==> config.mk <==
export PLATFORM = sky130hd
export DESIGN_NAME = mux_rr_arbiter
export DESIGN_NICKNAME = d
export VERILOG_FILES = /design/src/rtl/mux_rr_arbiter.sv
export SDC_FILE = /design/constraint.sdc
export NUM_CORES = 1
export LEC_CHECK = 0
export ABC_AREA = 1
export ABC_CLOCK_PERIOD_IN_PS = 1900
export CAP_MARGIN = 20
export CORE_AREA = 4 4 41 43
export CTS_CLUSTER_SIZE = 24
export DETAILED_ROUTE_END_ITERATION = 12
export DIE_AREA = 0 0 45 47
export GPL_TIMING_DRIVEN = 0
export HOLD_SLACK_MARGIN = 0.03
export SYNTH_ARGS = -nofsm -noshare
export SYNTH_HDL_FRONTEND = slang
export SYNTH_SLANG_ARGS = --single-unit
==> constraint.sdc <==
create_clock -name clk -period 1.9 [get_ports clk]
set_input_delay 0.475 -clock clk [delete_from_list [all_inputs] [get_ports clk]]
set_output_delay 0.475 -clock clk [all_outputs]
set_load 0.01 [all_outputs]
==> src/rtl/mux_rr_arbiter.sv <==
// Two-requester round-robin arbiter driving a shared 2:1 mux into one registered output stage.
// Define MUX_RR_ARBITER_GRANT_CNT_EN to add saturating per-requester accept counters.
module mux_rr_arbiter #(
   parameter int width_size = 2
) (
   input  logic                  clk,
   input  logic                  rst_n,
   input  logic                  req0_valid,
   input  logic [width_size:0]   req0_data,
   output logic                  req0_ready,
   input  logic                  req1_valid,
   input  logic [width_size:0]   req1_data,
   output logic                  req1_ready,
   output logic                  out_valid,
   output logic [width_size:0]   out_data,
   input  logic                  out_ready,
   output logic                  mux_sel,
`ifdef MUX_RR_ARBITER_GRANT_CNT_EN
   input  logic                  cnt_clr,
   output logic [7:0]            grant_cnt0,
   output logic [7:0]            grant_cnt1,
`endif
   output logic                  out_src
);

   typedef enum logic {EMPTY, FULL} state_t;

   state_t                state_q, state_d;
   logic [width_size:0]   out_data_q, out_data_d;
   logic                  out_src_q, out_src_d;
   logic                  last_grant_q, last_grant_d;
   logic                  grant0, grant1;
   logic                  space;
   logic                  accept;
   logic [width_size:0]   mux_out;

   always_ff @(posedge clk or negedge rst_n) begin
      if (!rst_n) begin
         state_q      <= EMPTY;
         out_data_q   <= '0;
         out_src_q    <= 1'b0;
         last_grant_q <= 1'b1;
      end else begin
         state_q      <= state_d;
         out_data_q   <= out_data_d;
         out_src_q    <= out_src_d;
         last_grant_q <= last_grant_d;
      end
   end

   // With no valid requester the select parks on the last winner.
   always_comb begin
      mux_sel = last_grant_q;
      grant0  = 1'b0;
      grant1  = 1'b0;
      if (req0_valid && req1_valid) begin
         mux_sel = !last_grant_q;
         grant0  = last_grant_q;
         grant1  = !last_grant_q;
      end else if (req0_valid) begin
         mux_sel = 1'b0;
         grant0  = 1'b1;
      end else if (req1_valid) begin
         mux_sel = 1'b1;
         grant1  = 1'b1;
      end
   end

   assign space      = (state_q == EMPTY) || out_ready;
   assign req0_ready = grant0 && space && rst_n;
   assign req1_ready = grant1 && space && rst_n;
   assign accept     = req0_ready || req1_ready;
   assign mux_out    = mux_sel ? req1_data : req0_data;

   always_comb begin
      state_d = state_q;
      case (state_q)
         EMPTY: if (accept) state_d = FULL;
         FULL:  if (out_ready && !accept) state_d = EMPTY;
         default: state_d = EMPTY;
      endcase
   end

   always_comb begin
      out_data_d   = out_data_q;
      out_src_d    = out_src_q;
      last_grant_d = last_grant_q;
      if (accept) begin
         out_data_d   = mux_out;
         out_src_d    = mux_sel;
         last_grant_d = mux_sel;
      end
   end

   assign out_valid = (state_q == FULL);
   assign out_data  = out_data_q;
   assign out_src   = out_src_q;

`ifdef MUX_RR_ARBITER_GRANT_CNT_EN
   logic [7:0] cnt0_q, cnt0_d;
   logic [7:0] cnt1_q, cnt1_d;

   always_ff @(posedge clk or negedge rst_n) begin
      if (!rst_n) begin
         cnt0_q <= 8'd0;
         cnt1_q <= 8'd0;
      end else begin
         cnt0_q <= cnt0_d;
         cnt1_q <= cnt1_d;
      end
   end

   // Clear wins over increment; counts stick at 255.
   always_comb begin
      cnt0_d = cnt0_q;
      cnt1_d = cnt1_q;
      if (cnt_clr) begin
         cnt0_d = 8'd0;
         cnt1_d = 8'd0;
      end else begin
         if (req0_ready && cnt0_q != 8'hFF) cnt0_d = cnt0_q + 8'd1;
         if (req1_ready && cnt1_q != 8'hFF) cnt1_d = cnt1_q + 8'd1;
      end
   end

   assign grant_cnt0 = cnt0_q;
   assign grant_cnt1 = cnt1_q;
`endif

endmodule

==> run_results.csv, run 1 <==
group,metric,value,unit
worst_setup_path,required,1420,ps
power,ir_drop,0.000250,V
worst_setup_path,ff_to_ff_setup_slack,760,ps
floorplanning,overall_die_height,47,um
global_route,globalRouteOverflowTotal,0,
final_layout,design_area,609,sq um
floorplanning,io-pin-count,19,
routing,drt_first_iter_violations,0,
routing,wirelength,866,um
cts,cts_inserted_buffers,3,
routing,via_count,382,
placement,portBuffers,18,
worst_setup_path,max_stage_delay_cell_worst_path,"sky130_fd_sc_hd__dfstp_2",
placement,detailed_place.area,552,sq um
worst_setup_path,critical_path_arrival,1290,ps
synth,synth_sequential_area_ratio,42.9,%
cts,htreeDepth,1,
power,power.share.combinational,44.2,%
floorplanning,fp.dieArea,2120,sq um
global_route,antenna_found_initial,0,
cts,clock_sink_count,6,
worst_setup_path,max_stage_delay,540,ps
power,intPower,0.389,mW
floorplanning,initial_util,27.1,%
power,total_power,0.584,mW
worst_setup_path,critical_path_class,"reg2out",
timing,finClkSkew,1.75,ps
timing,maxSlewViolCount,0,
synth,synth-warning-count,0,
power,p_switching,0.195,mW
final_layout,share_of_layout_cells_above_drive_strength_1,34.7,%
final_layout,area_growth,72.7,%
routing,antenna_violating_nets_post_route,0,
final_layout,fillerInstances,152,
flow_run,max_cap_viols,0,
status,run_status,"finished, final reports clean",
timing,timing.final.crit_share,92.9,%
placement,gpl.final_weighted_congestion,0.612,
timing,slew-limit-headroom,87.1,%
min_path,min_path_type,"in2async",
synth,postSynthCellCount,49,
routing,post_drt_wl_per_cell,9.62,um
routing,detail_route.drc_violations,0,
placement,dp_hpwl,685,um
power,power_switching_share,33.4,%
timing,worst-slew-pin-transition,194,ps
global_route,pin_count_of_the_biggest_net_entering_global_routing,9,
worst_setup_path,cp.buffers_inverters,3,
timing,worst_hold_margin,67.8,ps
worst_setup_path,cpLargestDelayFamily,"flip-flops",
routing,avgViaCountPerCell,4.24,
global_route,grt.total_usage,9.85,%
timing,finalSetupViolations,0,
final_layout,insertedDiodeCount,0,
timing,setup_tns,0,ps
power,static-leakage-power,0.340,nW
timing,finalHoldViolations,0,
synth,synthesis.area,353,sq um
global_route,first_global_vias,373,
cts,cts-root-buf,"sky130_fd_sc_hd__clkbuf_4",
cts,clock_tree_from_tritoncts,"built",
worst_setup_path,timing.critical_path.cells,"inv_2 -> nand2_2 -> nand2_1 -> inv_1 -> clkdlybuf4s15_2",
synth,post_synth.cell_area_avg,7.20,sq um
worst_setup_path,worstPathMaxFanout,4,
cts,cts_max_path_buffers,2,
final_layout,design.final.nets,87,
timing,period_minus_slack,1770,ps
floorplanning,die_w,45,um
global_route,grt_first_pass_wirelength,1.42,mm
cts,clkLatencyLatePin,240,ps
synth,ys_ff_latch,6,
power,power.share.clock,21.5,%
floorplanning,placement_rows,13,
routing,first_pass_iters,1,
worst_setup_path,end_kind,"output port",
floorplanning,core_box_area,1300,sq um
cts,path_clk_slew,50,ps
worst_setup_path,timing.critical_path.from_type,"flip-flop",
synth,synth_fp_nets,60,
synth,number_of_library_cell_types_mapped_by_synthesis,11,
cts,cts.hold.buffers_added,0,
timing,rsz_0062_raised_after_global_routing,"false",
timing,clock.fmax,566,MHz
power,p_per_area,958,nW/um^2
power,seqPwrFrac,34.3,%
==> layout by cell type (no fill, tap or decap), drive strengths merged <==
cell | netlist | layout
buf | 0 | 6
clkbuf | 0 | 5
clkdlybuf4s15 | 0 | 1
nand2 | 24 | 24
dlygate4sd2 | 0 | 2
dfstp | 1 | 1
a21oi | 2 | 2
clkdlybuf4s50 | 0 | 11
nor2 | 1 | 1
o21ai | 1 | 1
dfrtp | 5 | 5
dlymetal6s2s | 0 | 1
nand3 | 7 | 7
inv | 8 | 8
==> cell families after synthesis <==
family	after synthesis	share of synthesized area (%)
DFF	6	42.9
buffers and inverters	8	8.51
AOI/OAI and AO/OA	3	6.38
and+or+nand+nor	32	42.2
==> cell type report <==
type	count	area, sq um	area share, %
clock buffers	4	26.3	4.31
inverters	8	30.0	4.93
multi-input cells	35	186	30.6
flip-flops and latches	6	151	24.8
well taps	15	18.8	3.08
repair buffers	22	196	32.2
==> final timing paths <==
check | to | cells past startpoint | startpoint
min in group clk | out_src$_DFFE_PN0P_ | 2 | out_src$_DFFE_PN0P_
max reg2reg | out_data[2]$_DFFE_PN0P_ | 7 | last_grant_q$_DFFE_PN1P_
max | mux_sel | 5 | last_grant_q$_DFFE_PN1P_
min | out_data[1]$_DFFE_PN0P_ | 1 | rst_n
min reg2reg | out_src$_DFFE_PN0P_ | 2 | out_src$_DFFE_PN0P_
max in group asynchronous | last_grant_q$_DFFE_PN1P_ | 1 | rst_n
==> sequential cells by signal, summed over array words and instances, names as in the netlist <==
| name | flops |
|---|---|
| out_data | 3 |
| out_src | 1 |
| last_grant_q | 1 |
| out_valid | 1 |
==> routing by layer <==
layer | global-route usage [%] | vias to the layer above | wire [um]
met5 | 0 | - | 0
met4 | 12.3 | 0 | 19
met3 | 2.68 | 2 | 88
met2 | 15.0 | 17 | 405
met1 | 9.93 | 160 | 353
li1 | - | 203 | -
==> synthesized netlist by cell type (all sizes together) <==
cell type	instances	share of area [%]
dfstp	1	7.4
dfrtp	5	35
o21ai	1	1.4
nand3	7	9.9
nand2	24	31
a21oi	2	5.0
nor2	1	1.1
inv	8	8.5
==> timing repair <==
action,4_1_cts,5_1_grt
setup endpoints to repair,3,2
pin swaps,4,1
gates resized for setup,19,3
setup buffers,3,1
cloned,0,0
==> through the flow <==
stage | util, % | instances | setup slack (ps)
3_5_place_dp | 42.4 | 82 | -730
2_1_floorplan | - | 49 | 539
4_1_cts | 46.3 | 89 | 18.6
3_3_place_gp | 42.4 | 82 | -717
6_report | 46.8 | 90 | 135
5_1_grt | 46.8 | 90 | 58.5
==> power groups by stage <==
| stage | Combinational, mW | Clock [mW] | Sequential, mW |
|---|---|---|---|
| floorplan | 0.107 | 0 | 0.213 |
| global placement | 0.245 | 0 | 0.199 |
| detailed placement | 0.249 | 0 | 0.200 |
| CTS | 0.258 | 0.133 | 0.201 |
| global route | 0.288 | 0.142 | 0.205 |
| finish | 0.258 | 0.126 | 0.200 |
Note: power is estimated with default switching activity, not from simulation.
==> run 2, diff against run 1 <==
ABC_CLOCK_PERIOD_IN_PS = 1700   (was 1900)
TNS_END_PERCENT = 100   (was not set)
clock period = 1.7 ns   (was 1.9 ns; I/O delays follow)
==> run 2 against run 1 <==
Design area down 0.21%. Clock power up 12%. Via count down 1.3%. Setup slack worse by 67 ps. Sequential share of layout area up 0.051 points. First-iteration DRC count up 2. Combinational power up 12%. Count of clock-buffer cells in the layout unchanged. Flip-flop and latch count unchanged. Largest power group unchanged.
==> run_results.csv, run 2 (same netlist as run 1, synthesis figures left out) <==
group,metric,value,unit
status,run_status,"finished, final reports clean",
timing,worst_hold_margin,111,ps
worst_setup_path,worstPathMaxFanout,3,
global_route,globalRouteOverflowTotal,0,
final_layout,insertedDiodeCount,0,
power,static-leakage-power,0.332,nW
min_path,min_path_type,"in2async",
global_route,first_global_vias,375,
timing,worst-slew-pin-transition,196,ps
final_layout,most_frequent_standard_cell_in_the_layout_excluding_fill_and_tap_cells,"sky130_fd_sc_hd__nand2_1",
final_layout,final_util,46.7,%
final_layout,largest_reg_flops,3,
worst_setup_path,timing.critical_path.cells,"clkdlybuf4s50_1",
worst_setup_path,critical_path_class,"reg2out",
global_route,antenna_found_initial,0,
routing,via_count,377,
routing,post_drt_wl_per_cell,9.53,um
power,power.share.clock,21.5,%
routing,drt_first_iter_violations,2,
cts,cts.hold.buffers_added,0,
power,power_switching_share,34.1,%
routing,avgViaCountPerCell,4.24,
timing,setup_tns,0,ps
worst_setup_path,timing.critical_path.from_type,"flip-flop",
final_layout,fillerInstances,154,
placement,pre_cts_ws,-830,ps
timing,clock.fmax,613,MHz
routing,first_pass_iters,2,
cts,cts_inserted_buffers,3,
floorplanning,core_box_area,1300,sq um
global_route,grt_first_pass_wirelength,1.44,mm
placement,gpl.final_weighted_congestion,0.612,
cts,cts-root-buf,"sky130_fd_sc_hd__clkbuf_4",
cts,path_clk_slew,50,ps
timing,timing.final.crit_share,96.0,%
cts,clock_sink_count,6,
final_layout,most-common-layout-cells,"sky130_fd_sc_hd__nand2_1, sky130_fd_sc_hd__clkdlybuf4s50_1, sky130_fd_sc_hd__nand2_2, sky130_fd_sc_hd__nand3_1",
final_layout,design.final.nets,86,
floorplanning,fp.dieArea,2120,sq um
floorplanning,io-pin-count,19,
floorplanning,placement_rows,13,
timing,rsz_0062_raised_after_global_routing,"true",
placement,dp_hpwl,685,um
worst_setup_path,cpLargestDelayFamily,"buffers and inverters",
timing,fin_ws,67.4,ps
timing,maxSlewViolCount,0,
worst_setup_path,max_stage_delay_cell_worst_path,"sky130_fd_sc_hd__clkdlybuf4s50_1",
final_layout,share_of_layout_cells_above_drive_strength_1,36.5,%
routing,detail_route.drc_violations,0,
worst_setup_path,end_kind,"output port",
floorplanning,initial_util,27.1,%
timing,finalSetupViolations,0,
final_layout,finish.cell_count_without_fillers,89,
power,p_per_area,1080,nW/um^2
global_route,pin_count_of_the_biggest_net_entering_global_routing,9,
placement,detailed_place.area,552,sq um
placement,portBuffers,18,
worst_setup_path,critical_path_arrival,1210,ps
final_layout,design_area,608,sq um
cts,cts_max_path_buffers,2,
power,p_switching,0.223,mW
timing,period_minus_slack,1630,ps
worst_setup_path,max_stage_delay,560,ps
floorplanning,overall_die_height,47,um
timing,slew-limit-headroom,87.0,%
cts,htreeDepth,1,
power,ir_drop,0.000287,V
placement,placedCellCount,82,
cts,clkLatencyLatePin,240,ps
final_layout,area_growth,72.3,%
routing,wirelength,848,um
routing,antenna_violating_nets_post_route,0,
power,seqPwrFrac,34.3,%
worst_setup_path,cp.buffers_inverters,1,
flow_run,max_cap_viols,0,
power,intPower,0.432,mW
worst_setup_path,required,1270,ps
cts,clock_tree_from_tritoncts,"built",
timing,finalHoldViolations,0,
power,power.share.combinational,44.3,%
floorplanning,die_w,45,um
timing,finClkSkew,1.84,ps
power,total_power,0.654,mW
global_route,grt.total_usage,9.93,%
[run 2: cell types whose count changed in the layout (fill, tap and decap cells not counted), sizes merged]
cell          change
dlygate4sd2       +1
clkbuf            -1
dlymetal6s2s      -1
[run 2: layer usage]
layer,wire length [um],global-route usage [%],up-vias
li1,-,-,201
met1,355,10.2,157
met2,387,15.0,17
met3,85,2.68,2
met4,19,12.3,0
met5,0,0,-
[run 2: final cells by class]
cell class,instances,area [sq um],area share (%)
Timing Repair Buffer,21,185,30.5
Inverter,8,30.0,4.94
Tap cell,15,18.8,3.09
Clock buffer,4,26.3,4.32
Sequential cell,6,151,24.9
Multi-Input combinational cell,35,196,32.3
[run 2: timing repair]
action	CTS	global route
setup endpoints to repair	3	2
buffers inserted	3	0
resized for setup	23	3
pin swaps	4	1
gates cloned	0	0
[run 2: power by group through the flow]
stage	clock [mW]	combinational (mW)	sequential [mW]
finish	0.141	0.290	0.224
global route	0.158	0.323	0.230
CTS	0.149	0.291	0.226
detailed placement	0	0.279	0.224
global placement	0	0.274	0.223
floorplan	0	0.119	0.238
[run 2: final timing paths]
| check | slack [ps] | cells after the start | from | endpoint |
|---|---|---|---|---|
| setup / recovery | 70 | 1 | out_valid$_DFF_PN0_ | out_valid |
| hold / removal | 110 | 1 | rst_n | out_data[1]$_DFFE_PN0P_ |
| setup reg to reg | 550 | 7 | last_grant_q$_DFFE_PN1P_ | out_data[2]$_DFFE_PN0P_ |
| hold reg to reg | 470 | 2 | out_src$_DFFE_PN0P_ | out_src$_DFFE_PN0P_ |
| max in group asynchronous | 1350 | 1 | rst_n | last_grant_q$_DFFE_PN1P_ |
| min in group clk | 470 | 2 | out_src$_DFFE_PN0P_ | out_src$_DFFE_PN0P_ |
